`config.mk`:
```
export PLATFORM = sky130hd
export DESIGN_NAME = pair_event_collector_flat
export DESIGN_NICKNAME = d
export VERILOG_FILES = /design/src/rtl/pair_event_collector_if.sv /design/src/rtl/pair_event_collector.sv /design/src/flat_wrapper.sv
export SDC_FILE = /design/constraint.sdc
export NUM_CORES = 1
export LEC_CHECK = 0
export ABC_AREA = 1
export ABC_CLOCK_PERIOD_IN_PS = 5250
export CAP_MARGIN = 20
export CORE_ASPECT_RATIO = 1.4
export CORE_MARGIN = 2
export CORE_UTILIZATION = 42
export CTS_BUF_LIST = sky130_fd_sc_hd__clkbuf_8
export DETAILED_ROUTE_END_ITERATION = 7
export PLACE_DENSITY = 0.73
export SLEW_MARGIN = 20
export SYNTH_ARGS = -nofsm -noshare
export SYNTH_HDL_FRONTEND = slang
export SYNTH_SLANG_ARGS = --single-unit
export TNS_END_PERCENT = 5
```
`constraint.sdc`:
```
create_clock -name clk -period 5.25 [get_ports clk]
set_clock_uncertainty 0.1 [all_clocks]
set_input_delay 0.7875 -clock clk [delete_from_list [all_inputs] [get_ports clk]]
set_output_delay 0.7875 -clock clk [all_outputs]
set_load 0.01 [all_outputs]
```
`src/rtl/pair_event_collector_if.sv`:
```
// Report channel of the pair event collector: snapshot counts plus valid/ready handshake.
// The collector drives the master side; the downstream consumer owns out_ready.
interface pair_event_collector_if #(
    parameter int CNT_W = 8
);
    logic             out_valid;
    logic             out_ready;
    logic [CNT_W-1:0] out_cnt1;
    logic [CNT_W-1:0] out_cnt2;
    logic             out_sat;

    modport master (
        output out_valid,
        output out_cnt1,
        output out_cnt2,
        output out_sat,
        input  out_ready
    );

    modport slave (
        input  out_valid,
        input  out_cnt1,
        input  out_cnt2,
        input  out_sat,
        output out_ready
    );
endinterface

```
`src/rtl/pair_event_collector.sv`:
```
// Counts rising edges on two channels and reports a snapshot at threshold or on flush; 1-cycle latency.
// A pending report is held stable while out_ready is low, and live counting continues meanwhile.
module pair_event_collector #(
    parameter int CNT_W  = 8,
    parameter int THRESH = 16
) (
    input  logic                   clk,
    input  logic                   rst,
    input  logic                   in1,
    input  logic                   in2,
    input  logic                   flush,
    pair_event_collector_if.master rpt
);
    typedef enum logic {
        COUNT  = 1'b0,
        REPORT = 1'b1
    } state_t;

    localparam logic [CNT_W-1:0] CNT_MAX = {CNT_W{1'b1}};
    localparam logic [CNT_W-1:0] THR     = CNT_W'(THRESH);

    state_t           state_q, state_d;
    logic             prev1_q, prev2_q;
    logic [CNT_W-1:0] cnt1_q, cnt2_q, cnt1_d, cnt2_d;
    logic [CNT_W-1:0] ocnt1_q, ocnt2_q, ocnt1_d, ocnt2_d;
    logic             osat_q, osat_d;
    logic             e1, e2, trig;
    logic [CNT_W-1:0] n1, n2;

    assign e1 = in1 & ~prev1_q;
    assign e2 = in2 & ~prev2_q;

    // Saturate instead of wrapping so a flooded channel still reads as "many".
    assign n1 = (e1 && cnt1_q != CNT_MAX) ? cnt1_q + CNT_W'(1) : cnt1_q;
    assign n2 = (e2 && cnt2_q != CNT_MAX) ? cnt2_q + CNT_W'(1) : cnt2_q;

    assign trig = (n1 >= THR) | (n2 >= THR) | flush;

    always_comb begin
        state_d = state_q;
        cnt1_d  = n1;
        cnt2_d  = n2;
        ocnt1_d = ocnt1_q;
        ocnt2_d = ocnt2_q;
        osat_d  = osat_q;
        case (state_q)
            COUNT: begin
                if (trig) begin
                    ocnt1_d = n1;
                    ocnt2_d = n2;
                    osat_d  = (n1 == CNT_MAX) | (n2 == CNT_MAX);
                    cnt1_d  = '0;
                    cnt2_d  = '0;
                    state_d = REPORT;
                end
            end
            REPORT: begin
                // Triggers are dropped here; live counts carry over into the next report.
                if (rpt.out_ready) begin
                    state_d = COUNT;
                end
            end
            default: state_d = COUNT;
        endcase
    end

    always_ff @(posedge clk) begin
        if (rst) begin
            state_q <= COUNT;
            prev1_q <= 1'b0;
            prev2_q <= 1'b0;
            cnt1_q  <= '0;
            cnt2_q  <= '0;
            ocnt1_q <= '0;
            ocnt2_q <= '0;
            osat_q  <= 1'b0;
        end else begin
            state_q <= state_d;
            prev1_q <= in1;
            prev2_q <= in2;
            cnt1_q  <= cnt1_d;
            cnt2_q  <= cnt2_d;
            ocnt1_q <= ocnt1_d;
            ocnt2_q <= ocnt2_d;
            osat_q  <= osat_d;
        end
    end

    assign rpt.out_valid = (state_q == REPORT);
    assign rpt.out_cnt1  = ocnt1_q;
    assign rpt.out_cnt2  = ocnt2_q;
    assign rpt.out_sat   = osat_q;
endmodule

```
`src/flat_wrapper.sv`:
```
// flat-port wrapper written by rule: the top's interface ports become plain ports
module pair_event_collector_flat 
#(
    parameter int CNT_W  = 8,
    parameter int THRESH = 16
)
  (clk, rst, in1, in2, flush, rpt_out_valid, rpt_out_cnt1, rpt_out_cnt2, rpt_out_sat, rpt_out_ready);
  pair_event_collector_if #(.CNT_W(CNT_W)) rpt_i ();
  input  logic clk;
  input  logic rst;
  input  logic in1;
  input  logic in2;
  input  logic flush;
  output wire logic [$bits(rpt_i.out_valid)-1:0] rpt_out_valid;
  output wire logic [$bits(rpt_i.out_cnt1)-1:0] rpt_out_cnt1;
  output wire logic [$bits(rpt_i.out_cnt2)-1:0] rpt_out_cnt2;
  output wire logic [$bits(rpt_i.out_sat)-1:0] rpt_out_sat;
  input wire logic [$bits(rpt_i.out_ready)-1:0] rpt_out_ready;
  assign rpt_out_valid = rpt_i.out_valid;
  assign rpt_out_cnt1 = rpt_i.out_cnt1;
  assign rpt_out_cnt2 = rpt_i.out_cnt2;
  assign rpt_out_sat = rpt_i.out_sat;
  assign rpt_i.out_ready = rpt_out_ready;
  pair_event_collector #(.CNT_W(CNT_W), .THRESH(THRESH)) u_core (.clk(clk), .rst(rst), .in1(in1), .in2(in2), .flush(flush), .rpt(rpt_i));
endmodule
```
==> metrics.md <==
| Metric | Value |
|---|---|
| Fill cells | 470 |
| Most frequent cells in the layout | nand2_1 (74), inv_1 (48), nor2_1 (41) |
| Final Hold Fails | 0 |
| Clock transition at path regs | 0.08 ns |
| Final HPWL DP | 3090 um |
| Most common cell after layout, fill and taps aside | nand2_1 |
| Via count | 1,728 |
| GRT Total Usage | 0.170 |
| Clock latency on the worst-skew pair | 0.29 ns |
| Vias in the first global route | 1,667 |
| Setup_tns | 0 ns |
| CTS Buf Count | 5 |
| Routability Congestion | 0.884 |
| Fin crit share | 0.526 |
| Drt pass-1 iters | 4 |
| Synthesized cell area | 2010 um2 |
| Max Fanout on Critical Path | 23 |
| Status | complete, no violations |
| Core Region | 4570 um2 |
| DR iter-0 viols | 77 |
| GRT Residual Overflow | 0 |
| Critical Path Sink Type | register |
| Syn. warnings | 0 |
| Overall die height | 85.8 um |
| Mean Syn Cell Area | 6.95 um2 |
| Hold Buf Count CTS | 0 |
| Worst setup path category | input pin to register |
| Slowest stage delay, CP | 0.45 ns |
| Pwr Density | 259 nW/um2 |
| Clock sink count | 36 |
| Max Clock Freq | 362 MHz |
| Port Buffer Count | 23 |
| Final critical-path setup slack | 2.49 ns |
| First-pass GRT wire length | 7320 um |
| Hold Path Class | register to register |
| Worst path slowest cell | clkdlybuf4s50_1 |
| # resized after CTS | 0 |
| CTS H-Tree Depth | 2 |
| Drt drc | 0 |
| Vias per inst | 4.60 |
| FF+latch count, synth | 36 |
| Setup violations, final | 0 |
| Die area | 5360 um2 |
| CTS tree | done |
| WL/cell | 10.9 um |
| Worst path most repeated cell | nand2_4 |
| # diodes | 0 |
| Maximum VDD drop | 0.165 mV |
| Row count | 29 |
| Syn_nets | 297 |
| Minimum clock period | 2.76 ns |
| Fin Hold WS | 0.375 ns |
| Cell taking the most area after synthesis | dfxtp_1 |
| RSZ-0062 raised after global routing | false |
| Critical path buffers and inverters | 2 |
| Layout cells sized above 1 | 0.153 |
| Rel. slew slack | 0.635 |
| Final ANT Viol Nets | 0 |
| Syn-to-layout area delta | 17.2% |
| Seq/Total Area, Yosys | 0.359 |
| Starting Density | 0.439 |
| CP delay by family, top | simple AND/OR/NAND/NOR gates |
| Worst Setup Start Kind | input pin |
| Leakage | 1.08 nW |
| Slew Limit Fails | 0 |
| Clk buf depth | 2 |
| Largest net degree at the start of global routing | 24 |
| Die Wd | 62.4 um |
| CP Cell Sequence | clkdlybuf4s50_1 -> inv_1 -> nor2_4 -> nand2_8 -> o21ai_2 -> nand2_1 -> nor2_2 -> nand3_4 -> nand2_4 -> nand2_4 -> a21oi_1 |
| Top cell type's share of synthesized area | 0.359 |
| Worst Path Arrival | 2.88 ns |
| Dpl ws | 2.17 ns |
| Synth cell types | 29 |
| Synth area leaders | dfxtp_1 (36%), nand2_1 (14%), inv_1 (9.0%) |
| WP data required | 5.37 ns |
| CTS Root Cell | clkbuf_8 |
| Post-Synthesis Cells | 289 |
| Slew @ Worst Pin | 0.541 ns |
| Postcts setup bufs | 0 |
| Post-Route WL | 4100 um |
| # nets final | 321 |
| Maxcap violations | 0 |
| Initial antenna violation count | 0 |
| I/O Pins | 24 |
metrics by stage:
stage	util	instance area, um2	power [mW]	cells
4_1_cts	0.515	2350	0.618	376
3_3_place_gp	0.496	2270	0.418	368
2_1_floorplan	-	2010	0.383	289
6_report	0.515	2350	0.611	376
3_5_place_dp	0.496	2270	0.420	368
5_1_grt	0.515	2350	0.648	376
power by group:
group,switching (mW),internal [mW]
clock,0.105,0.0925
combinational,0.0656,0.0487
sequential,0.00923,0.289
total,0.180,0.431
state kept, by name, summed over array words and instances (netlist names):
signal / flops
u_core.cnt1_q: 8
u_core.cnt2_q: 8
u_core.rpt.out_cnt1: 8
u_core.rpt.out_cnt2: 8
u_core.prev1_q: 1
u_core.prev2_q: 1
u_core.rpt.out_sat: 1
u_core.rpt.out_valid: 1
cells in the mapped netlist:
| master | n |
|---|---|
| nand3_4 | 1 |
| o21ai_0 | 3 |
| clkinv_1 | 2 |
| nand2_4 | 4 |
| o21ai_2 | 1 |
| nand2_1 | 74 |
| nand3_1 | 15 |
| nor2_2 | 7 |
| a21oi_1 | 8 |
| nand4_1 | 6 |
| o21a_1 | 1 |
| clkbuf_1 | 2 |
| nand3_2 | 4 |
| inv_2 | 3 |
| inv_4 | 1 |
| ha_1 | 2 |
| nor2_4 | 11 |
| nor2_1 | 41 |
| buf_6 | 2 |
| nand2_2 | 6 |
| xor2_1 | 4 |
| inv_1 | 48 |
| buf_2 | 1 |
| xnor2_1 | 2 |
| nor3_1 | 1 |
| dfxtp_1 | 36 |
| buf_8 | 1 |
| or2_2 | 1 |
| nand2_8 | 1 |
final cells by class:
type | instances | area (um2) | share of cell area
Sequential cell | 36 | 721 | 0.306
Multi-Input combinational cell | 193 | 1030 | 0.439
Timing Repair Buffer | 23 | 230 | 0.0978
Tap cell | 62 | 77.6 | 0.0330
Inverter | 54 | 205 | 0.0872
Clock buffer | 5 | 68.8 | 0.0292
Clock inverter | 3 | 18.8 | 0.00797
cell families after synthesis:
group,share of synthesized area
adder cells (fa/ha/maj),0.0125
flip-flops,0.359
AND/OR/NAND/NOR,0.440
AO/OA/AOI/OAI,0.0355
buffers and inverters,0.127
XOR/XNOR,0.0262
path summary, 6_finish.rpt:
path                                from                      to  slack (ns)  depth (start not counted)
setup / recovery                     in1        u_core.cnt2_q[2]        2.49                         11
hold / removal    u_core.rpt.out_cnt1[6]  u_core.rpt.out_cnt1[6]        0.38                          2
setup reg to reg        u_core.cnt1_q[1]        u_core.cnt2_q[2]        2.77                         13
hold reg to reg   u_core.rpt.out_cnt1[6]  u_core.rpt.out_cnt1[6]        0.38                          2
metal layers:
layer	track usage	share of wire	vias to the layer above
met2	0.296	0.51	35
met1	0.195	0.42	773
li1	-	-	910
met3	0.0328	0.038	10
met4	0.0929	0.032	0
met5	0	0	-
worst min-delay path, cell delays in order (launching register included):
cell     delay, ns
dfxtp_1       0.32
nand3_1       0.07
nand2_1       0.05
No activity file was read; power rests on OpenSTA's default activity.
